## config.mk

```make
export PLATFORM = sky130hd
export DESIGN_NAME = pe_conv_sequencer_flat
export DESIGN_NICKNAME = d
export VERILOG_FILES = /design/src/rtl/pe_conv_sequencer_if.sv /design/src/rtl/pe_conv_sequencer.sv /design/src/flat_wrapper.sv
export SDC_FILE = /design/constraint.sdc
export NUM_CORES = 1
export LEC_CHECK = 0
export ABC_AREA = 1
export ABC_CLOCK_PERIOD_IN_PS = 4900
export CAP_MARGIN = 20
export CORE_ASPECT_RATIO = 0.7
export CORE_MARGIN = 3
export CORE_UTILIZATION = 55
export DETAILED_ROUTE_END_ITERATION = 8
export PLACE_DENSITY = 0.81
export SLEW_MARGIN = 20
export SYNTH_ARGS = -nofsm -noshare
export SYNTH_HDL_FRONTEND = slang
export SYNTH_SLANG_ARGS = --single-unit
```

## constraint.sdc

```tcl
create_clock -name clk -period 4.9 [get_ports clk]
set_input_delay 0.49 -clock clk [delete_from_list [all_inputs] [get_ports clk]]
set_output_delay 0.49 -clock clk [all_outputs]
set_load 0.03 [all_outputs]
```

## src/rtl/pe_conv_sequencer_if.sv

```systemverilog
`default_nettype none
// ----------------------------------------------------------------------------
// pe_conv_sequencer_if: sample stream in / result stream out.   Rev 1.0
// ----------------------------------------------------------------------------
interface pe_conv_sequencer_if;
  logic [7:0]  s_data;
  logic        s_valid;
  logic        s_ready;
  logic [15:0] m_data;
  logic        m_valid;
  logic        m_ready;
  logic        m_last;

  modport master (
    output s_data, s_valid, m_ready,
    input  s_ready, m_data, m_valid, m_last
  );

  modport slave (
    input  s_data, s_valid, m_ready,
    output s_ready, m_data, m_valid, m_last
  );
endinterface
`default_nettype wire

```

## src/rtl/pe_conv_sequencer.sv

```systemverilog
`default_nettype none
// ----------------------------------------------------------------------------
// pe_conv_sequencer: kernel bank + frame sequencer for a 3-tap conv PE.  Rev 1.0
// ----------------------------------------------------------------------------
module pe_conv_sequencer #(
  parameter int FRAME_LEN = 256,
  parameter int NUM_FILT  = 4,
  parameter int TAPS      = 3,
  parameter int PE_LAT    = 1
) (
  input  wire logic                        clk,
  input  wire logic                        rst,
  input  wire logic                        start_i,
  input  wire logic [$clog2(NUM_FILT)-1:0] filt_sel_i,
  output logic                             busy_o,
  output logic                             done_o,
  input  wire logic                        cfg_we_i,
  input  wire logic [$clog2(NUM_FILT)-1:0] cfg_addr_i,
  input  wire logic [23:0]                 cfg_weight_i,
  input  wire logic [7:0]                  cfg_bias_i,
  output logic                             cfg_err_o,
  output logic                             pe_en_o,
  output logic [7:0]                       pe_i0_o,
  output logic [7:0]                       pe_i1_o,
  output logic [7:0]                       pe_i2_o,
  output logic [23:0]                      pe_weight_o,
  output logic [7:0]                       pe_bias_o,
  input  wire logic [15:0]                 pe_y_i,
  pe_conv_sequencer_if.slave               strm
);

  localparam logic [15:0] PRIME_END = 16'(TAPS - 2);
  localparam logic [15:0] LAST_IN   = 16'(FRAME_LEN - 1);
  localparam logic [15:0] N_OUT     = 16'(FRAME_LEN - TAPS + 1);
  localparam logic [15:0] DRAIN_END = 16'(PE_LAT - 2);

  typedef enum logic [2:0] {
    S_IDLE  = 3'd0,
    S_PRIME = 3'd1,
    S_RUN   = 3'd2,
    S_DRAIN = 3'd3,
    S_DONE  = 3'd4
  } state_t;

  state_t state_q, state_d;

  logic [23:0] bank_w_q [NUM_FILT];
  logic [7:0]  bank_b_q [NUM_FILT];
  logic [23:0] kw_q;
  logic [7:0]  kb_q;
  logic [15:0] in_cnt_q, drain_cnt_q, out_cnt_q;
  logic        m_valid_q, m_last_q, cfg_err_q;

  logic adv, s_rdy, accept, pe_en, tag_in, start_ok, done, busy, feeding;
  logic [PE_LAT-1:0] tag_shift;

  assign busy    = (state_q != S_IDLE);
  assign feeding = (state_q == S_PRIME) || (state_q == S_RUN);

  always_comb begin
    state_d  = state_q;
    adv      = 1'b0;
    s_rdy    = 1'b0;
    accept   = 1'b0;
    pe_en    = 1'b0;
    tag_in   = 1'b0;
    start_ok = 1'b0;
    done     = 1'b0;
    adv    = (feeding || state_q == S_DRAIN) && (!m_valid_q || strm.m_ready);
    s_rdy  = adv && feeding;
    accept = strm.s_valid && s_rdy;
    pe_en  = accept || (adv && state_q == S_DRAIN);
    case (state_q)
      S_IDLE: begin
        if (start_i) begin
          start_ok = 1'b1;
          state_d  = S_PRIME;
        end
      end
      S_PRIME: begin
        if (accept && in_cnt_q == PRIME_END) state_d = S_RUN;
      end
      S_RUN: begin
        tag_in = accept;
        // A single-cycle PE leaves nothing in flight, so DRAIN is skipped.
        if (accept && in_cnt_q == LAST_IN) state_d = (PE_LAT == 1) ? S_DONE : S_DRAIN;
      end
      S_DRAIN: begin
        if (pe_en && drain_cnt_q == DRAIN_END) state_d = S_DONE;
      end
      S_DONE: begin
        if (!m_valid_q) begin
          done    = 1'b1;
          state_d = S_IDLE;
        end
      end
      default: state_d = S_IDLE;
    endcase
  end

  always_ff @(posedge clk) begin
    if (rst) state_q <= S_IDLE;
    else     state_q <= state_d;
  end

  generate
    if (PE_LAT == 1) begin : g_tag_one
      assign tag_shift = tag_in;
    end else begin : g_tag_pipe
      logic [PE_LAT-1:0] tag_q;
      assign tag_shift = {tag_q[PE_LAT-2:0], tag_in};
      always_ff @(posedge clk) begin
        if (rst)        tag_q <= '0;
        else if (pe_en) tag_q <= tag_shift;
      end
    end
  endgenerate

  always_ff @(posedge clk) begin
    if (rst) begin
      for (int i = 0; i < NUM_FILT; i++) begin
        bank_w_q[i] <= '0;
        bank_b_q[i] <= '0;
      end
      kw_q        <= '0;
      kb_q        <= '0;
      cfg_err_q   <= 1'b0;
      in_cnt_q    <= '0;
      drain_cnt_q <= '0;
    end else begin
      cfg_err_q <= cfg_we_i && busy;
      if (cfg_we_i && !busy) begin
        bank_w_q[cfg_addr_i] <= cfg_weight_i;
        bank_b_q[cfg_addr_i] <= cfg_bias_i;
      end
      // The kernel is copied out at start so a same-edge write cannot reach this frame.
      if (start_ok) begin
        kw_q        <= bank_w_q[filt_sel_i];
        kb_q        <= bank_b_q[filt_sel_i];
        in_cnt_q    <= '0;
        drain_cnt_q <= '0;
      end else begin
        if (accept) in_cnt_q <= in_cnt_q + 16'd1;
        if (pe_en && state_q == S_DRAIN) drain_cnt_q <= drain_cnt_q + 16'd1;
      end
    end
  end

  // pe_en is only issued with a free output slot, so a new result never overwrites one.
  always_ff @(posedge clk) begin
    if (rst) begin
      m_valid_q <= 1'b0;
      m_last_q  <= 1'b0;
      out_cnt_q <= '0;
    end else begin
      if (start_ok) out_cnt_q <= '0;
      if (m_valid_q && strm.m_ready) begin
        m_valid_q <= 1'b0;
        m_last_q  <= 1'b0;
      end
      if (pe_en && tag_shift[PE_LAT-1]) begin
        m_valid_q <= 1'b1;
        out_cnt_q <= out_cnt_q + 16'd1;
        m_last_q  <= ((out_cnt_q + 16'd1) == N_OUT);
      end
    end
  end

  // The PE output register only moves on pe_en, which is held off while a result waits.
  assign strm.m_data  = m_valid_q ? pe_y_i : 16'd0;
  assign strm.m_valid = m_valid_q;
  assign strm.m_last  = m_last_q;
  assign strm.s_ready = s_rdy;

  assign busy_o      = busy;
  assign done_o      = done;
  assign cfg_err_o   = cfg_err_q;
  assign pe_en_o     = pe_en;
  assign pe_i0_o     = feeding ? strm.s_data : 8'd0;
  assign pe_i1_o     = feeding ? strm.s_data : 8'd0;
  assign pe_i2_o     = feeding ? strm.s_data : 8'd0;
  assign pe_weight_o = kw_q;
  assign pe_bias_o   = kb_q;

endmodule
`default_nettype wire

```

## src/flat_wrapper.sv

```systemverilog
// flat-port wrapper written by rule: the top's interface ports become plain ports
module pe_conv_sequencer_flat 
#(
  parameter int FRAME_LEN = 256,
  parameter int NUM_FILT  = 4,
  parameter int TAPS      = 3,
  parameter int PE_LAT    = 1
)
  (clk, rst, start_i, filt_sel_i, busy_o, done_o, cfg_we_i, cfg_addr_i, cfg_weight_i, cfg_bias_i, cfg_err_o, pe_en_o, pe_i0_o, pe_i1_o, pe_i2_o, pe_weight_o, pe_bias_o, pe_y_i, strm_s_data, strm_s_valid, strm_m_ready, strm_s_ready, strm_m_data, strm_m_valid, strm_m_last);
  pe_conv_sequencer_if strm_i ();
  input  wire logic clk;
  input  wire logic rst;
  input  wire logic start_i;
  input  wire logic [$clog2(NUM_FILT)-1:0] filt_sel_i;
  output logic busy_o;
  output logic done_o;
  input  wire logic cfg_we_i;
  input  wire logic [$clog2(NUM_FILT)-1:0] cfg_addr_i;
  input  wire logic [23:0] cfg_weight_i;
  input  wire logic [7:0] cfg_bias_i;
  output logic cfg_err_o;
  output logic pe_en_o;
  output logic [7:0] pe_i0_o;
  output logic [7:0] pe_i1_o;
  output logic [7:0] pe_i2_o;
  output logic [23:0] pe_weight_o;
  output logic [7:0] pe_bias_o;
  input  wire logic [15:0] pe_y_i;
  input wire logic [$bits(strm_i.s_data)-1:0] strm_s_data;
  input wire logic [$bits(strm_i.s_valid)-1:0] strm_s_valid;
  input wire logic [$bits(strm_i.m_ready)-1:0] strm_m_ready;
  output wire logic [$bits(strm_i.s_ready)-1:0] strm_s_ready;
  output wire logic [$bits(strm_i.m_data)-1:0] strm_m_data;
  output wire logic [$bits(strm_i.m_valid)-1:0] strm_m_valid;
  output wire logic [$bits(strm_i.m_last)-1:0] strm_m_last;
  assign strm_i.s_data = strm_s_data;
  assign strm_i.s_valid = strm_s_valid;
  assign strm_i.m_ready = strm_m_ready;
  assign strm_s_ready = strm_i.s_ready;
  assign strm_m_data = strm_i.m_data;
  assign strm_m_valid = strm_i.m_valid;
  assign strm_m_last = strm_i.m_last;
  pe_conv_sequencer #(.FRAME_LEN(FRAME_LEN), .NUM_FILT(NUM_FILT), .TAPS(TAPS), .PE_LAT(PE_LAT)) u_core (.clk(clk), .rst(rst), .start_i(start_i), .filt_sel_i(filt_sel_i), .busy_o(busy_o), .done_o(done_o), .cfg_we_i(cfg_we_i), .cfg_addr_i(cfg_addr_i), .cfg_weight_i(cfg_weight_i), .cfg_bias_i(cfg_bias_i), .cfg_err_o(cfg_err_o), .pe_en_o(pe_en_o), .pe_i0_o(pe_i0_o), .pe_i1_o(pe_i1_o), .pe_i2_o(pe_i2_o), .pe_weight_o(pe_weight_o), .pe_bias_o(pe_bias_o), .pe_y_i(pe_y_i), .strm(strm_i));
endmodule
```

==> results of run 1 <==
## per-stage QoR
| step | instances | power, mW | hold WS (ns) | instance area (um2) |
|---|---|---|---|---|
| after floorplan | 1182 | 2.49 | 0.452 | 9880 |
| after global placement | 1501 | 2.73 | 0.463 | 11300 |
| after detailed placement | 1501 | 2.74 | 0.473 | 11300 |
| after CTS | 1538 | 4.29 | 0.482 | 12000 |
| after global routing | 1539 | 4.42 | 0.504 | 12000 |
| final | 1539 | 4.28 | 0.486 | 12000 |
## final cells by class
cell class	instances	area [um2]	area share (%)
repair buffers	158	1550	12.9
inverters	126	473	3.93
clock buffers	28	582	4.84
multi-input cells	773	3490	29.0
well taps	231	289	2.40
flip-flops and latches	214	5570	46.3
clock inverters	9	80.1	0.666
## worst max path at each step
stage	from	to	slack, ns	cells after the start
final	rst	u_core.bank_w_q[0][4]	1.68	9
after global routing	rst	u_core.bank_w_q[0][19]	1.46	9
after CTS	rst	u_core.bank_w_q[0][4]	1.72	9
after detailed placement	rst	u_core.bank_w_q[0][6]	1.22	9
after global placement	rst	u_core.bank_w_q[0][6]	1.29	9
after floorplan	u_core.state_q[0]	u_core.bank_b_q[3][0]	1.11	5
## kinds of logic after synthesis
kind of cell / count (synthesis) / synth area share [%]
buffers and inverters: 195 / 8.46
xor gates and xnor gates: 7 / 0.621
AOI/OAI and AO/OA: 194 / 10.5
and+or+nand+nor: 567 / 23.4
DFF: 214 / 56.4
adders and majority gates: 5 / 0.633
## critical path, stage by stage
cell             delay, ns
clkdlybuf4s50_1       0.80
inv_1                 0.54
nand2_1               0.13
nor2_1                0.19
inv_2                 0.06
nor2_1                0.14
nand2_1               0.10
nand2_1               0.67
buf_4                 0.30
## per-layer routing
layer  track usage, %  up-vias  share of wire [%]
met5                0        -                  0
met4             4.21        0                1.3
met1             34.6     3819                 45
li1                 -     4067                  -
met3             3.52       26                7.9
met2             36.6      308                 46
## power groups by stage
stage | Clock, mW | Combinational [mW] | Sequential [mW]
final | 1.57 | 0.650 | 2.06
after global routing | 1.65 | 0.700 | 2.07
after CTS | 1.58 | 0.649 | 2.06
after detailed placement | 0 | 0.646 | 2.10
after global placement | 0 | 0.636 | 2.10
after floorplan | 0 | 0.335 | 2.16
## synth_stat cells, drive strengths merged
cell	instances	area, um2
o21ai	111	556
and2	1	6.26
o21bai	1	7.51
nand2	163	622
buf	41	258
a21oi	43	219
or2	4	25.0
clkinv	2	7.51
nor3b	1	7.51
clkbuf	28	105
nor2	329	1250
o21a	2	15.0
nor3	20	116
nand3	32	165
inv	124	465
a31oi	32	200
o31ai	1	7.51
nand4	13	87.6
xor2	5	43.8
edfxtp	128	3840
a21boi	1	7.51
nand3b	3	22.5
ha	5	62.6
dfxtp	86	1720
nor4	1	6.26
a211oi	3	27.5
xnor2	2	17.5
## registers in the layout (all words and copies together), names as in the netlist
register,cells
u_core.bank_b_q,32
u_core.bank_w_q,96
u_core.cfg_err_o,1
u_core.drain_cnt_q,16
u_core.in_cnt_q,16
u_core.out_cnt_q,16
u_core.pe_bias_o,8
u_core.pe_weight_o,24
u_core.state_q,3
u_core.strm.m_last,1
u_core.strm.m_valid,1
==> impl_metrics.csv, run 1 <==
group,metric,value,unit
timing,slew-limit-headroom,34.0,%
power_and_ir_drop,pwr-share-seq,48.2,%
clocking,cts_resized,0,
placed_design,dp_hpwl,15.6,mm
global_routing,antenna_found_initial,0,
placed_design,port-buffer-count,144,
setup_path,timing.rr.start,"u_core.state_q[0]",
clocking,cts_buffers,21,
setup_path,end_kind,"flop",
logic_synthesis,netlist_instances,1182,
final_layout,area_growth_syn_to_layout,21.8,%
clocking,cts_setup_buffers,0,
power_and_ir_drop,p_sw_share,26.6,%
logic_synthesis,syn_area_per_cell,8.36,um2
logic_synthesis,yosysUniqueCellTypes,41,
timing,post-route-period-util,65.8,%
routing,via_count,8220,
timing,hold_viol,0,
timing,clock_skew,0.0148,ns
final_layout,diodes,0,
timing,period_needed,3.22,ns
logic_synthesis,synth_seq_cells,214,
setup_path,startpoint_type,"input pin",
setup_path,reg2reg_depth,8,
logic_synthesis,yosysSeqAreaShare,56.4,%
timing,fmaxAchievable,0.310,GHz
global_routing,overflow,0,
logic_synthesis,yosysWarnings,0,
setup_path,required,5.11,ns
floorplan,num_io_pins,145,
timing,rsz0062_at_grt,"no",
clocking,cts_buffer_depth,3,
power_and_ir_drop,ir_drop,0.270,mV
floorplan,die_w,166,um
clocking,cts_tree,"done",
floorplan,num_rows,40,
min_path,hold_start,"u_core.strm.m_last",
final_layout,layout_common_cells,"322 x nor2_1, 159 x nand2_1, 143 x clkdlybuf4s50_1",
floorplan,die_h,118,um
final_layout,drive_gt1_share,5.43,%
routing,remaining_drc_errors,0,
placed_design,pre_cts_slack,1.22,ns
floorplan,coreArea,17400,um2
clocking,cts.sinks,214,
power_and_ir_drop,p_int,3.14,mW
clocking,clk_latency,0.50,ns
global_routing,grt_first_pass_wirelength,38.0,mm
job,max_cap_violations,0,
final_layout,finalNetCount,1365,
setup_path,crit_type,"input pin to flop",
power_and_ir_drop,p_leak,4.71,nW
logic_synthesis,syn-num-nets,1253,
power_and_ir_drop,switching_power,1.14,mW
logic_synthesis,netlist_area,9880,um2
clocking,postCtsHoldBufs,0,
setup_path,reg2reg_setup_slack,2.47,ns
power_and_ir_drop,comb_power_share,15.2,%
outcome,status,"finished clean",
routing,detail-route-antenna-nets,0,
placed_design,gp_congestion,0.883,
floorplan,initial_utilization,56.9,%
min_path,min_path_type,"flop to flop",
routing,first_iter_violations,715,
min_path,hold_end,"u_core.strm.m_last",
floorplan,die-area,19600,um2
timing,tightest_slew,0.988,ns
timing,setup_violations,0,
clocking,ctsHtreeMaxLevel,1,
timing,slew_violations,0,
timing,setup_tns,0,ns
timing,setup_ws,1.68,ns
power_and_ir_drop,p_per_area,356,nW/um2
setup_path,crit_fanout,20,
global_routing,grt_usage,23.2,%
power_and_ir_drop,pwr-share-clk,36.6,%
clocking,cts-root-buf,"clkbuf_16",
final_layout,nFillCells,1335,
min_path,holdPathStages,2,
routing,drtPass1Iterations,5,
final_layout,utilization,69.3,%
global_routing,grt_pass1_vias,7484,
final_layout,final_common_cell,"nor2_1",
clocking,path_clk_slew,0.06,ns
setup_path,reg2reg_to,"u_core.bank_w_q[0][4]",
setup_path,worstPathArrival,3.43,ns
global_routing,grt_max_degree,66,
routing,wl,23.8,mm
routing,drt-vias-per-instance,5.34,
routing,wire_per_inst,15.4,um
(Power assumes the default switching activity.)
==> run 2: changes to the inputs <==
--- a/config.mk
+++ b/config.mk
@@ -6,13 +6,13 @@
 export NUM_CORES = 1
 export LEC_CHECK = 0
 export ABC_AREA = 1
-export ABC_CLOCK_PERIOD_IN_PS = 4900
+export ABC_CLOCK_PERIOD_IN_PS = 2700
 export CAP_MARGIN = 20
 export CORE_ASPECT_RATIO = 0.7
 export CORE_MARGIN = 3
-export CORE_UTILIZATION = 55
+export CORE_UTILIZATION = 49
 export DETAILED_ROUTE_END_ITERATION = 8
-export PLACE_DENSITY = 0.81
+export PLACE_DENSITY = 0.76
 export SLEW_MARGIN = 20
 export SYNTH_ARGS = -nofsm -noshare
 export SYNTH_HDL_FRONTEND = slang
==> constraint.sdc (replaced) <==
create_clock -name clk -period 2.7 [get_ports clk]
set_input_delay 0.27 -clock clk [delete_from_list [all_inputs] [get_ports clk]]
set_output_delay 0.27 -clock clk [all_outputs]
set_load 0.03 [all_outputs]
==> run 2 against run 1 <==
Against the previous run:
- clock skew fell by 0.0053 ns
- design area rose by 1.4%
- sequential power rose by 82%
- register-to-register slack got worse by 2.0 ns
- count of clock-buffer cells in the layout rose by 8
- flip-flop and latch count did not move
- first-iteration DRC count fell by 0.14%
- combinational power rose by 86%
- total power rose by 81%
- wire length rose by 5.0%
- clock power rose by 78%
==> impl_metrics.csv, run 2 (synthesized netlist as in run 1, its figures left out) <==
group,metric,value,unit
outcome,status,"finished clean",
final_layout,area_growth_syn_to_layout,23.4,%
setup_path,crit_type,"flop to output pin",
timing,setup_tns,0,ns
clocking,cts_setup_buffers,0,
routing,drt-vias-per-instance,5.26,
floorplan,num_rows,42,
setup_path,end_kind,"output pin",
setup_path,startpoint_type,"flop",
final_layout,final_common_cell,"nor2_1",
min_path,min_path_type,"flop to flop",
timing,slew_violations,0,
clocking,cts.sinks,214,
floorplan,initial_utilization,51.1,%
timing,rsz0062_at_grt,"no",
power_and_ir_drop,ir_drop,0.429,mV
global_routing,antenna_found_initial,0,
global_routing,grt_pass1_vias,7868,
timing,slew-limit-headroom,47.4,%
timing,clock_skew,0.00951,ns
final_layout,utilization,63.0,%
placed_design,dp_hpwl,16.6,mm
routing,remaining_drc_errors,0,
routing,detail-route-antenna-nets,0,
placed_design,gp_congestion,0.935,
routing,wl,25.0,mm
timing,fmaxAchievable,0.406,GHz
clocking,path_clk_slew,0.06,ns
setup_path,critPathMaxStageDelay,0.69,ns
power_and_ir_drop,p_per_area,634,nW/um2
global_routing,grt_max_degree,65,
routing,via_count,8342,
final_layout,largest_reg_flops,96,
final_layout,layout_common_cells,"320 x nor2_1, 159 x nand2_1, 128 x edfxtp_1",
timing,tightest_slew,0.788,ns
clocking,cts_buffers,22,
floorplan,die_w,176,um
setup_path,reg2reg_setup_slack,0.49,ns
power_and_ir_drop,p_leak,5.07,nW
final_layout,finalNetCount,1377,
routing,first_iter_violations,714,
floorplan,num_io_pins,145,
placed_design,port-buffer-count,144,
setup_path,crit_path_frequent_cell,"nand2_1",
floorplan,die-area,21900,um2
final_layout,regMostFlops,"u_core.bank_w_q",
floorplan,die_h,125,um
final_layout,nFillCells,1626,
timing,setup_violations,0,
global_routing,grt_first_pass_wirelength,39.8,mm
final_layout,stdcell_area,12200,um2
global_routing,grt_usage,22.2,%
setup_path,worstPathArrival,2.20,ns
timing,hold_viol,0,
clocking,ctsHtreeMaxLevel,1,
global_routing,overflow,0,
routing,wire_per_inst,15.7,um
final_layout,drive_gt1_share,6.13,%
clocking,cts_buffer_depth,3,
clocking,clk_latency,0.50,ns
routing,drtPass1Iterations,5,
setup_path,crit_fanout,5,
setup_path,required,2.43,ns
floorplan,coreArea,19300,um2
power_and_ir_drop,finalPower,7.73,mW
setup_path,crit_slowest_cell,"clkdlybuf4s50_1",
final_layout,diodes,0,
timing,post-route-period-util,91.3,%
placed_design,place_area,11500,um2
job,max_cap_violations,0,
timing,period_needed,2.47,ns
setup_path,crit_chain,"inv_2 -> nor2_2 -> nand2_1 -> nand2_2 -> nand3_2 -> nand2_1 -> clkdlybuf4s50_1",
clocking,cts_tree,"done",
clocking,cts-root-buf,"clkbuf_16",
[run 2: worst paths after layout]
kind,endpoint,cells after the start,start
worst min register to register,u_core.drain_cnt_q[14],2,u_core.drain_cnt_q[14]
worst max-delay path,pe_en_o,7,u_core.state_q[1]
worst min-delay path,u_core.drain_cnt_q[14],2,u_core.drain_cnt_q[14]
worst max register to register,u_core.bank_w_q[3][13],6,u_core.state_q[0]
[run 2: power by group]
group	internal, mW	switching [mW]
Combinational	0.428	0.783
Sequential	3.66	0.0778
Clock	1.56	1.22
[run 2: per-stage QoR]
stage | worst slack (ns) | hold slack, ns | cells
floorplan | 0.162 | 0.420 | 1182
global placement | 0.302 | 0.465 | 1546
detailed placement | 0.241 | 0.472 | 1546
CTS | 0.00708 | 0.479 | 1586
global route | 0.123 | 0.509 | 1586
finish | 0.234 | 0.485 | 1586
[run 2: area by class of cell]
cell class / count / area [um2] / share of cell area, %
flip-flops and latches: 214 / 5570 / 45.7
multi-input cells: 773 / 3490 / 28.7
repair buffers: 169 / 1680 / 13.8
clock buffers: 36 / 613 / 5.03
inverters: 126 / 474 / 3.89
well taps: 264 / 330 / 2.71
clock inverters: 4 / 36.3 / 0.298
[run 2: critical path, delay by kind of cell (launching register included)]
kind                   cells  cell delay, ns
and+or+nand+nor            5            0.54
buffers and inverters      2            0.75
DFF                        1            0.41
[run 2: per-layer routing]
layer | global-route usage, % | routed length [um]
met5 | 0 | 0
met4 | 5.12 | 342
met3 | 4.24 | 2330
met2 | 36.0 | 11100
met1 | 31.0 | 11200
[run 2: what timing repair did]
| action | in CTS | in global routing |
|---|---|---|
| resized for setup | 12 | 16 |
| hold buffers | 0 | 0 |
| endpoints found under the setup margin | 25 | 16 |
==> run 3: changes to the inputs <==
--- a/config.mk
+++ b/config.mk
@@ -9,10 +9,11 @@
 export ABC_CLOCK_PERIOD_IN_PS = 2700
 export CAP_MARGIN = 20
 export CORE_ASPECT_RATIO = 0.7
-export CORE_MARGIN = 3
+export CORE_MARGIN = 10
 export CORE_UTILIZATION = 49
 export DETAILED_ROUTE_END_ITERATION = 8
 export PLACE_DENSITY = 0.76
+export SKIP_LAST_GASP = 1
 export SLEW_MARGIN = 20
 export SYNTH_ARGS = -nofsm -noshare
 export SYNTH_HDL_FRONTEND = slang
==> run 3 against run 2 <==
Against the previous run:
- count of clock-buffer cells in the layout shrank 8
- fmax shrank 1.2%
- cell count grew 0.13%
- via count shrank 1.2%
- flip-flop and latch count is the same
- combinational power is essentially flat
- first-iteration DRC count grew 1.1%
- worst setup slack lost 0.029 ns
- design area shrank 0.68%
- total power shrank 0.54%
==> impl_metrics.csv, run 3 (synthesized netlist as in run 1, its figures left out) <==
group,metric,value,unit
final_layout,area_growth_syn_to_layout,22.6,%
floorplan,die_h,139,um
placed_design,placed_cells,1550,
timing,tightest_slew,0.701,ns
placed_design,port-buffer-count,144,
setup_path,crit_type,"flop to output pin",
routing,wire_per_inst,15.7,um
placed_design,dp_hpwl,16.4,mm
final_layout,regMostFlops,"u_core.bank_w_q",
global_routing,grt_first_pass_wirelength,40.3,mm
power_and_ir_drop,ir_drop,0.365,mV
clocking,cts_tree,"done",
final_layout,finalNetCount,1374,
timing,whs,0.440,ns
routing,via_count,8239,
routing,detail-route-antenna-nets,0,
timing,period_needed,2.49,ns
floorplan,die_w,190,um
timing,setup_ws,0.205,ns
power_and_ir_drop,p_leak,4.86,nW
floorplan,num_rows,43,
global_routing,use_met3,4.05,%
clocking,cts-root-buf,"clkbuf_16",
clocking,cts_buffers,21,
global_routing,busiest_layer,"met2",
global_routing,overflow,0,
min_path,min_path_type,"input pin to flop",
clocking,ctsHtreeMaxLevel,1,
setup_path,startpoint_type,"flop",
routing,remaining_drc_errors,0,
setup_path,crit_fanout,9,
floorplan,initial_utilization,49.9,%
timing,slew_violations,0,
floorplan,coreArea,19800,um2
final_layout,layout_common_cells,"322 x nor2_1, 159 x nand2_1, 128 x edfxtp_1",
routing,drtPass1Iterations,5,
floorplan,die-area,26300,um2
job,max_cap_violations,0,
final_layout,stdcell_area,12100,um2
timing,fmaxAchievable,0.401,GHz
setup_path,end_kind,"output pin",
clocking,cts_buffer_depth,3,
timing,clock_skew,0.0108,ns
power_and_ir_drop,p_per_area,635,nW/um2
setup_path,required,2.43,ns
clocking,path_clk_slew,0.06,ns
global_routing,grt_usage,18.4,%
routing,first_iter_violations,722,
final_layout,drive_gt1_share,5.99,%
global_routing,gr-usage-met2,28.5,%
setup_path,worstPathArrival,2.22,ns
placed_design,gp_congestion,0.913,
final_layout,diodes,0,
routing,drt-vias-per-instance,5.19,
timing,hold_viol,0,
final_layout,final_common_cell,"nor2_1",
floorplan,num_io_pins,145,
global_routing,grt_pass1_vias,7647,
timing,post-route-period-util,92.4,%
timing,setup_violations,0,
global_routing,use_met1,25.7,%
placed_design,place_area,11500,um2
global_routing,antenna_found_initial,0,
clocking,cts.sinks,214,
clocking,clk_latency,0.50,ns
outcome,status,"finished clean",
timing,rsz0062_at_grt,"no",
placed_design,pre_cts_slack,0.386,ns
final_layout,largest_reg_flops,96,
final_layout,layout.cells.non_filler,1588,
routing,wl,25.0,mm
timing,slew-limit-headroom,53.2,%
global_routing,grt_max_degree,65,
final_layout,utilization,61.2,%
power_and_ir_drop,finalPower,7.69,mW
timing,setup_tns,0,ns
==> run 3: changes by cell type in the layout (fill, tap and decap cells not counted), sizes merged <==
| cell | change |
|---|---|
| buf | -2 |
| bufinv | +1 |
| clkbuf | -8 |
| clkinv | +4 |
| dlygate4sd2 | +16 |
| dlymetal6s2s | -16 |
| inv | +1 |
==> run 3: power breakdown <==
group | switching [mW] | total (mW) | internal (mW)
Clock | 1.21 | 2.77 | 1.57
Sequential | 0.0763 | 3.74 | 3.66
Combinational | 0.778 | 1.18 | 0.404
==> run 3: path summary, 6_finish.rpt <==
path / slack [ns] / cells past startpoint / startpoint / end
setup / recovery: 0.21 / 7 / u_core.state_q[1] / pe_i0_o[2]
setup reg to reg: 0.72 / 8 / u_core.state_q[0] / u_core.pe_weight_o[22]
hold reg to reg: 0.48 / 2 / u_core.out_cnt_q[14] / u_core.out_cnt_q[14]
hold / removal: 0.44 / 3 / cfg_we_i / u_core.cfg_err_o
==> run 3: cell type report <==
type / count / area [um2]
fillers: 1751 / 7690
multi-input cells: 773 / 3490
flip-flops and latches: 214 / 5570
well taps: 270 / 338
inverters: 126 / 473
clock inverters: 10 / 78.8
clock buffers: 28 / 562
repair buffers: 167 / 1600
==> run 3: what timing repair did <==
item | CTS | global route
endpoints found under the hold margin | 0 | 0
resized for setup | 25 | 0
hold buffers | 0 | 0
setup buffers | 0 | 0
setup endpoints to repair | 25 | 0
==> run 3: critical path, stage by stage (launching register included) <==
cell and delay (ns):
dfxtp_1 0.42, inv_2 0.07, nor2_2 0.10, nand2_1 0.07, nand2_2 0.13, clkinv_1 0.25, nor2_1 0.25, dlygate4sd2_1 0.44
==> run 3: per-layer routing <==
layer	wire (um)	up-vias
met5	0	-
met4	360	0
met3	2030	36
met2	11000	307
met1	11600	3808
li1	-	4088
